[config.mk]
export PLATFORM = sky130hd
export DESIGN_NAME = updown_ctrl
export DESIGN_NICKNAME = d
export VERILOG_FILES = /design/src/rtl/updown_pkg.sv /design/src/rtl/updown_ctrl_cyc_timer.sv /design/src/rtl/updown_ctrl.sv
export SDC_FILE = /design/constraint.sdc
export NUM_CORES = 1
export LEC_CHECK = 0
export BUFFER_PORTS_ARGS = -buffer_cell sky130_fd_sc_hd__buf_2
export CORE_AREA = 2 2 80 82
export DETAILED_ROUTE_END_ITERATION = 16
export DIE_AREA = 0 0 82 84
export PLACE_DENSITY = 0.64
export SLEW_MARGIN = 20
export SYNTH_ARGS = -nofsm -noshare
export SYNTH_HDL_FRONTEND = slang
export SYNTH_SLANG_ARGS = --single-unit
[constraint.sdc]
create_clock -name clk -period 3 [get_ports clk]
set_input_delay 0.15 -clock clk [delete_from_list [all_inputs] [get_ports clk]]
set_output_delay 0.15 -clock clk [all_outputs]
set_load 0.005 [all_outputs]
[src/rtl/updown_pkg.sv]
// Shared types and constant helpers for the up/down counter controller.
//   state_t    : controller state encoding (3 bits)
//   ms_to_cyc  : milliseconds -> clock cycles at a given clock frequency
//   tmr_width  : timer register width able to hold the largest reload value
package updown_pkg;

  typedef enum logic [2:0] {
    S_IDLE     = 3'd0,
    S_INC_WAIT = 3'd1,
    S_INC_RPT  = 3'd2,
    S_DEC_WAIT = 3'd3,
    S_DEC_RPT  = 3'd4,
    S_BOTH     = 3'd5
  } state_t;

  function automatic int unsigned ms_to_cyc(input int unsigned ms, input int unsigned clk_hz);
    return ms * (clk_hz / 32'd1000);
  endfunction

  function automatic int unsigned tmr_width(input int unsigned dly, input int unsigned per,
                                            input int unsigned clr);
    int unsigned m;
    m = (dly > per) ? dly : per;
    m = (clr > m) ? clr : m;
    return $clog2(m + 32'd1);
  endfunction

endpackage

[src/rtl/updown_ctrl_cyc_timer.sv]
// Down-counting cycle timer shared by every controller state.
//   clk, rst     : clock, async active-high reset (value -> 0)
//   i_load       : load i_load_val this cycle (wins over counting)
//   i_load_val   : reload value, must be >= 1 for a meaningful expiry
//   i_en         : count down while nonzero
//   o_value      : current timer value
//   o_expire     : high in the cycle whose clock edge ends the interval
module cyc_timer #(
  parameter int unsigned TW = 8
) (
  input  logic          clk,
  input  logic          rst,
  input  logic          i_load,
  input  logic [TW-1:0] i_load_val,
  input  logic          i_en,
  output logic [TW-1:0] o_value,
  output logic          o_expire
);

  logic [TW-1:0] r_value;

  // Timer register: load has priority, otherwise count down and stop at zero.
  always_ff @(posedge clk or posedge rst) begin
    if (rst) begin
      r_value <= {TW{1'b0}};
    end else if (i_load) begin
      r_value <= i_load_val;
    end else if (i_en && (r_value != {TW{1'b0}})) begin
      r_value <= r_value - TW'(1);
    end else begin
      r_value <= r_value;
    end
  end

  // A value of one means the upcoming edge completes the loaded interval.
  assign o_expire = i_en && (r_value == TW'(1));
  assign o_value  = r_value;

endmodule

[src/rtl/updown_ctrl.sv]
// Up/down counter controller behind the LED display.
//   clk, rst              : clock, async active-high reset
//   inc_press, inc_held   : up button press pulse / debounced level
//   dec_press, dec_held   : down button press pulse / debounced level
//   cnt, led              : count and its active-low LED image (led == ~cnt)
//   step                  : one-cycle pulse on any count change
//   rpt_active            : high while auto-repeating
//   cleared               : one-cycle pulse when the both-held clear fires
module updown_ctrl
  import updown_pkg::*;
#(
  parameter int unsigned CLK_HZ           = 27_000_000,
  parameter int unsigned WIDTH            = 6,
  parameter int unsigned REPEAT_DELAY_MS  = 500,
  parameter int unsigned REPEAT_PERIOD_MS = 100,
  parameter int unsigned CLEAR_MS         = 1000,
  parameter bit          SATURATE         = 1'b0
) (
  input  logic             clk,
  input  logic             rst,
  input  logic             inc_press,
  input  logic             inc_held,
  input  logic             dec_press,
  input  logic             dec_held,
  output logic [WIDTH-1:0] cnt,
  output logic [WIDTH-1:0] led,
  output logic             step,
  output logic             rpt_active,
  output logic             cleared
);

  localparam int unsigned DLY = ms_to_cyc(REPEAT_DELAY_MS, CLK_HZ);
  localparam int unsigned PER = ms_to_cyc(REPEAT_PERIOD_MS, CLK_HZ);
  localparam int unsigned CLR = ms_to_cyc(CLEAR_MS, CLK_HZ);
  localparam int unsigned TW  = tmr_width(DLY, PER, CLR);

  localparam logic [TW-1:0]    DLY_V   = TW'(DLY);
  localparam logic [TW-1:0]    PER_V   = TW'(PER);
  localparam logic [TW-1:0]    CLR_V   = TW'(CLR);
  localparam logic [WIDTH-1:0] CNT_MAX = {WIDTH{1'b1}};
  localparam logic [WIDTH-1:0] CNT_MIN = {WIDTH{1'b0}};

  state_t           r_state;
  state_t           w_next_state;
  logic [WIDTH-1:0] r_cnt;
  logic [WIDTH-1:0] r_led;
  logic             r_step;
  logic             r_rpt;
  logic             r_clr;
  logic [WIDTH-1:0] w_cnt_next;
  logic             w_step_next;
  logic             w_clr_next;
  logic             w_up_req;
  logic             w_dn_req;
  logic             w_clr_req;
  logic             w_load;
  logic [TW-1:0]    w_load_val;
  logic             w_tmr_en;
  logic [TW-1:0]    w_tmr_val;
  logic             w_tmr_zero;
  logic             w_expire;
  logic             w_can_inc;
  logic             w_can_dec;

  cyc_timer #(.TW(TW)) u_timer (
    .clk        (clk),
    .rst        (rst),
    .i_load     (w_load),
    .i_load_val (w_load_val),
    .i_en       (w_tmr_en),
    .o_value    (w_tmr_val),
    .o_expire   (w_expire)
  );

  assign w_tmr_en   = (r_state != S_IDLE);
  // In BOTH the timer only reaches zero once the clear has fired.
  assign w_tmr_zero = (w_tmr_val == {TW{1'b0}});
  assign w_can_inc  = (SATURATE == 1'b0) || (r_cnt != CNT_MAX);
  assign w_can_dec  = (SATURATE == 1'b0) || (r_cnt != CNT_MIN);

  // Next-state, timer reload and count-update decisions.
  always_comb begin
    w_next_state = r_state;
    w_load       = 1'b0;
    w_load_val   = DLY_V;
    w_up_req     = 1'b0;
    w_dn_req     = 1'b0;
    w_clr_req    = 1'b0;
    w_cnt_next   = r_cnt;
    w_step_next  = 1'b0;
    w_clr_next   = 1'b0;
    case (r_state)
      S_IDLE: begin
        if ((inc_press && dec_press) || (inc_press && dec_held) || (dec_press && inc_held)) begin
          w_next_state = S_BOTH;
          w_load       = 1'b1;
          w_load_val   = CLR_V;
        end else if (inc_press) begin
          w_next_state = S_INC_WAIT;
          w_load       = 1'b1;
          w_load_val   = DLY_V;
          w_up_req     = 1'b1;
        end else if (dec_press) begin
          w_next_state = S_DEC_WAIT;
          w_load       = 1'b1;
          w_load_val   = DLY_V;
          w_dn_req     = 1'b1;
        end else begin
          w_next_state = S_IDLE;
        end
      end
      S_INC_WAIT, S_INC_RPT: begin
        if (dec_held) begin
          w_next_state = S_BOTH;
          w_load       = 1'b1;
          w_load_val   = CLR_V;
        end else if (!inc_held) begin
          w_next_state = S_IDLE;
        end else if (w_expire) begin
          w_next_state = S_INC_RPT;
          w_load       = 1'b1;
          w_load_val   = PER_V;
          w_up_req     = 1'b1;
        end else begin
          w_next_state = r_state;
        end
      end
      S_DEC_WAIT, S_DEC_RPT: begin
        if (inc_held) begin
          w_next_state = S_BOTH;
          w_load       = 1'b1;
          w_load_val   = CLR_V;
        end else if (!dec_held) begin
          w_next_state = S_IDLE;
        end else if (w_expire) begin
          w_next_state = S_DEC_RPT;
          w_load       = 1'b1;
          w_load_val   = PER_V;
          w_dn_req     = 1'b1;
        end else begin
          w_next_state = r_state;
        end
      end
      S_BOTH: begin
        if (w_tmr_zero) begin
          // Clear already done: wait for a full release.
          if (!inc_held && !dec_held) begin
            w_next_state = S_IDLE;
          end else begin
            w_next_state = S_BOTH;
          end
        end else if (!(inc_held && dec_held)) begin
          w_next_state = S_IDLE;
        end else if (w_expire) begin
          w_clr_req = 1'b1;
        end else begin
          w_next_state = S_BOTH;
        end
      end
      default: begin
        w_next_state = S_IDLE;
      end
    endcase

    if (w_up_req && w_can_inc) begin
      w_cnt_next  = r_cnt + WIDTH'(1);
      w_step_next = 1'b1;
    end else if (w_dn_req && w_can_dec) begin
      w_cnt_next  = r_cnt - WIDTH'(1);
      w_step_next = 1'b1;
    end else if (w_clr_req) begin
      w_cnt_next  = CNT_MIN;
      w_step_next = (r_cnt != CNT_MIN);
      w_clr_next  = 1'b1;
    end else begin
      w_cnt_next  = r_cnt;
    end
  end

  // State and registered outputs; led is loaded from the same next value as cnt.
  always_ff @(posedge clk or posedge rst) begin
    if (rst) begin
      r_state <= S_IDLE;
      r_cnt   <= CNT_MIN;
      r_led   <= CNT_MAX;
      r_step  <= 1'b0;
      r_rpt   <= 1'b0;
      r_clr   <= 1'b0;
    end else begin
      r_state <= w_next_state;
      r_cnt   <= w_cnt_next;
      r_led   <= ~w_cnt_next;
      r_step  <= w_step_next;
      r_rpt   <= (w_next_state == S_INC_RPT) || (w_next_state == S_DEC_RPT);
      r_clr   <= w_clr_next;
    end
  end

  assign cnt        = r_cnt;
  assign led        = r_led;
  assign step       = r_step;
  assign rpt_active = r_rpt;
  assign cleared    = r_clr;

endmodule

==> results.txt <==
- Once the clock tree was built, the resizer swapped 0 gates to a different size.
* Dominant synthesized flop cell: sky130_fd_sc_hd__dfrtp_1
- Across the VDD grid, the largest voltage drop is about 410 µV.
- The analysis attributes to cell leakage a power of 0.00111 µW.
- Routed wire per std cell: 15.6 µm
- In this run the deepest clock path goes through 2 buffers.
- Portion of total power attributed to combinational logic: 44.3%
* Routability cong.: a little over 0.8
- Sum of buffers and inverters on the critical path: 0
- The share of total power dissipated in sequential elements is between 40% and 50%.
- In this run the power spent charging and discharging nets is roughly 1200 µW.
* Transition time at the pin with the least slew margin: 0.896 ns
* Vertical die dimension: between 80 and 90 µm
* Crit share post-route: 82.8%
* Kind of end point of the critical path: flip-flop
- Input and output buffers added on the ports amount to 20.
* Setup tns final: 0 ns
- After clock tree synthesis, the setup repair step added 0 buffers.
- The count of final max-slew check failures is 0.
- RSZ-0062 raised after global routing: false
- OpenSTA, run right after detailed placement, puts the worst setup slack at 0.528 ns.
- Delay-heaviest family, CP: compound AO/OA/AOI/OAI gates
- Ratio of cells with drive above 1 in the final layout: 20.9%
- Crit Path Class: reg2reg
* Slowest cell on the critical path: sky130_fd_sc_hd__dfrtp_1
- DR DRC count: 0
- Global routing used between 10% and 20% of the available tracks across all layers.
- After synthesis, the netlist uses ~70 different library cells.
* Net count reported at finish: ~320
- Most area-hungry cell type in the Yosys netlist: sky130_fd_sc_hd__dfrtp_1
- CTS built an H-tree with a depth of 2.
- Cell at the root of the clock tree: sky130_fd_sc_hd__clkbuf_8
- Max-cap violations in this run came to 0.
- Share of the synthesized area in the top cell type: 33.1%
* Power Dens Cells: slightly below 900 nW/µm²
* Die span in x: just over 80 µm
- Before antenna repair, the detailed router went through 4 iterations.
* Number of register bits inferred by synthesis: 43
- When the netlist entered floorplanning its net count stood at between 300 and 400.
- A synthesized cell averages 9.59 µm².
- Sw Ratio: between 40 and 50%
- Number of clock buffers inserted by TritonCTS: 5
- Along the worst path, the maximum fanout reaches 20.
- Floorplan Core Area: 6100 µm²
- The final layout contains routed wiring with a total length of 6.04 mm.
* Initial Util: a little under half
* Biggest cell delay along the critical path: a little under 0.8 ns
- Detailed routing inserted a total of 2251 vias.
- By area the synthesized netlist is led by sky130_fd_sc_hd__dfrtp_1 (33%), sky130_fd_sc_hd__dfstp_2 (5.6%), sky130_fd_sc_hd__nor2_1 (3.8%).
- After floorplanning, the core was divided into 29 placement rows.
- HPWL after DPL: 4.35 mm
* Antenna violations before repair: 0
- Setup Skew: just over 0.008 ns
* Headroom to the max-slew limit: around two fifths
- Die Footprint: between 6000 and 7000 µm²
* Post-synthesis async set-or-reset flop share: 100%
- Final hold vios: 0
* Required time of the critical path: 3.18 ns
* Latest clock arrival within the worst-skew pair: approximately 0.3 ns
- Walking the worst path, the cells encountered are mux2i_1 > a211o_1 > a211oi_4 > and2b_1 > nor2_1 > a21oi_1.
- STA classifies the critical path startpoint as a flip-flop.
- Using the TritonRoute via totals, the vias-per-cell ratio works out to ~5.8.
* Setup slack on the worst flop-to-flop path: around 0.52 ns
- Based on the critical path, the design can be clocked at up to between 400 and 500 MHz.
- Count of yosys warnings during synthesis: 0
* Count of flip-flops with a built-in enable after synthesis: 0
- The internal portion of the total power is approximately 1500 µW.
* Antenna cell count: 0
* Instance area at placement: 2940 µm²
* Post-synthesis instance area: between 2000 and 3000 µm²
- Clock-pin slew reported for the worst setup and hold paths after clock tree synthesis: approximately 0.090 ns
* Arr. time, crit path: 2.66 ns
* Worst-case setup margin in the final layout: a little over 0.5 ns
- Number of clock sinks: between 40 and 50
* Iteration-0 DRC Markers: 110
* I/O pin count: 21
* Count of hold buffers inserted by post-cts repair: 0
- The via count of the first global-routing pass is about 2000.
* Maximum number of pins on one net before global-route repair: 44
* Post-layout minimum cycle time: 2.48 ns
- Finished Cell Area: roughly 3000 µm²
* Cells after Synth: roughly 300
- Summed over all layers, the global routing overflow is 0.
- The detail route stage leaves a number of antenna-violating nets equal to 0.
- Classification of the worst-slack hold path: in2async
- Of the synthesized area, sequential elements account for between 30 and 40%.
- Wire length of the first global-routing pass: a little over 10 mm
- Fraction of power consumed by the clock network: about 15%
- Run status: finished, final reports clean
- Layout Area Growth over Synthesis: 8.35%
- TritonCTS built the clock tree.
- Final number of setup-violating endpoints: 0
- Pwr Total: between 2000 and 3000 µW
[state kept, by name, summed over array words and instances, names as in the netlist]
register / count
cleared: 1
cnt: 6
led: 6
r_state: 3
rpt_active: 1
step: 1
u_timer.o_value: 25
[path summary, 6_finish.rpt]
check                                     start                              end  cells past startpoint
max in group asynchronous                   rst  u_timer.o_value[24]$_DFFE_PP0P_                      2
min reg2reg                    cnt[5]$_DFF_PP0_                 cnt[5]$_DFF_PP0_                      1
max reg2reg                r_state[0]$_DFF_PP0_  u_timer.o_value[18]$_DFFE_PP0P_                      6
min in group clk                       dec_held             r_state[2]$_DFF_PP0_                      3
max                        r_state[0]$_DFF_PP0_  u_timer.o_value[18]$_DFFE_PP0P_                      6
min                                         rst                 cnt[2]$_DFF_PP0_                      2
[stage by stage]
stage	util (%)	cells	hold WS, ns
6_report	49.8	388	0.0342
5_1_grt	49.8	388	0.127
4_1_cts	49.8	388	0.0838
3_5_place_dp	48.2	380	0.415
3_3_place_gp	48.2	380	0.408
2_1_floorplan	-	292	0.401
[worst register-to-register path, delay by kind of cell, from the launching register on]
| family | cells | cell delay (ns) |
|---|---|---|
| AO/OA/AOI/OAI | 3 | 0.80 |
| flip-flops | 1 | 0.79 |
| multiplexers | 1 | 0.16 |
| AND/OR/NAND/NOR | 2 | 0.60 |
[cells by family after synthesis]
logic type	count (synthesis)	share of synthesized area (%)
simple gates	136	30.4
fa+ha+maj	6	2.68
mux	4	1.61
flops	43	38.7
compound gates	68	17.6
xor+xnor	18	5.63
buf+inv	17	3.39
[metal layers]
layer	GRT usage, %	vias to the layer above	part of all wire [%]	wire length, µm
met3	3.35	6	2.7	162
li1	-	1110	-	-
met5	0	-	0	0
met1	27.0	1103	48	2900
met2	28.7	32	48	2920
met4	5.15	0	0.98	59
[synthesized netlist by cell type (3+ instances only)]
library cell	number
sky130_fd_sc_hd__dfrtp_1	37
sky130_fd_sc_hd__nor2_1	28
sky130_fd_sc_hd__nand2_1	26
sky130_fd_sc_hd__o21ai_0	12
sky130_fd_sc_hd__a21oi_1	11
sky130_fd_sc_hd__nor3_1	10
sky130_fd_sc_hd__xnor2_1	10
sky130_fd_sc_hd__a31oi_1	9
sky130_fd_sc_hd__nand3_1	8
sky130_fd_sc_hd__xor2_1	8
sky130_fd_sc_hd__inv_1	7
sky130_fd_sc_hd__nor2b_1	7
sky130_fd_sc_hd__o22a_1	7
sky130_fd_sc_hd__dfstp_2	6
sky130_fd_sc_hd__ha_1	6
sky130_fd_sc_hd__nand2b_1	6
sky130_fd_sc_hd__nor4_1	5
sky130_fd_sc_hd__nor4_2	5
sky130_fd_sc_hd__or3_1	5
sky130_fd_sc_hd__buf_2	4
sky130_fd_sc_hd__buf_4	4
sky130_fd_sc_hd__a211oi_1	3
sky130_fd_sc_hd__mux2i_1	3
sky130_fd_sc_hd__nand3b_1	3
sky130_fd_sc_hd__o21a_1	3
sky130_fd_sc_hd__or2_2	3
[layout by cell type (no fill, tap or decap), drive strengths merged, types with 3 or more instances in the layout]
master  netlist  routed
buf           9      21
a21oi        12      12
a31o          3       3
a211oi        4       4
or2           4       4
or3           6       6
clkbuf        1       6
dfstp         6       6
nor4b         4       4
nor3         12      12
o21a          3       3
or4           3       3
o21ai        14      14
nand2b        8       8
nor2b         8       8
nand2        26      26
o22a          7       7
mux2i         3       3
nand3         9       9
nor2         28      28
nand3b        3       3
xor2          8       8
ha            6       6
inv           7       7
dfrtp        37      37
xnor2        10      10
nor4         12      12
a31oi        11      11
[cell type report]
cell class | count | area (µm²)
fillers | 583 | 3060
multi-input cells | 232 | 1620
flip-flops and latches | 43 | 1080
repair buffers | 21 | 108
well taps | 77 | 96.3
clock buffers | 6 | 82.6
inverters | 7 | 26.3
clock inverters | 2 | 16.3
[power by group through the flow]
| stage | Sequential [µW] | Clock, µW | Combinational [µW] |
|---|---|---|---|
| after detailed placement | 1110 | 0 | 1200 |
| after CTS | 1100 | 418 | 1210 |
| after global placement | 1100 | 0 | 1180 |
| final | 1100 | 409 | 1200 |
| after global routing | 1140 | 446 | 1340 |
| after floorplan | 1010 | 0 | 1010 |
No activity file was read; power rests on OpenSTA's default activity.
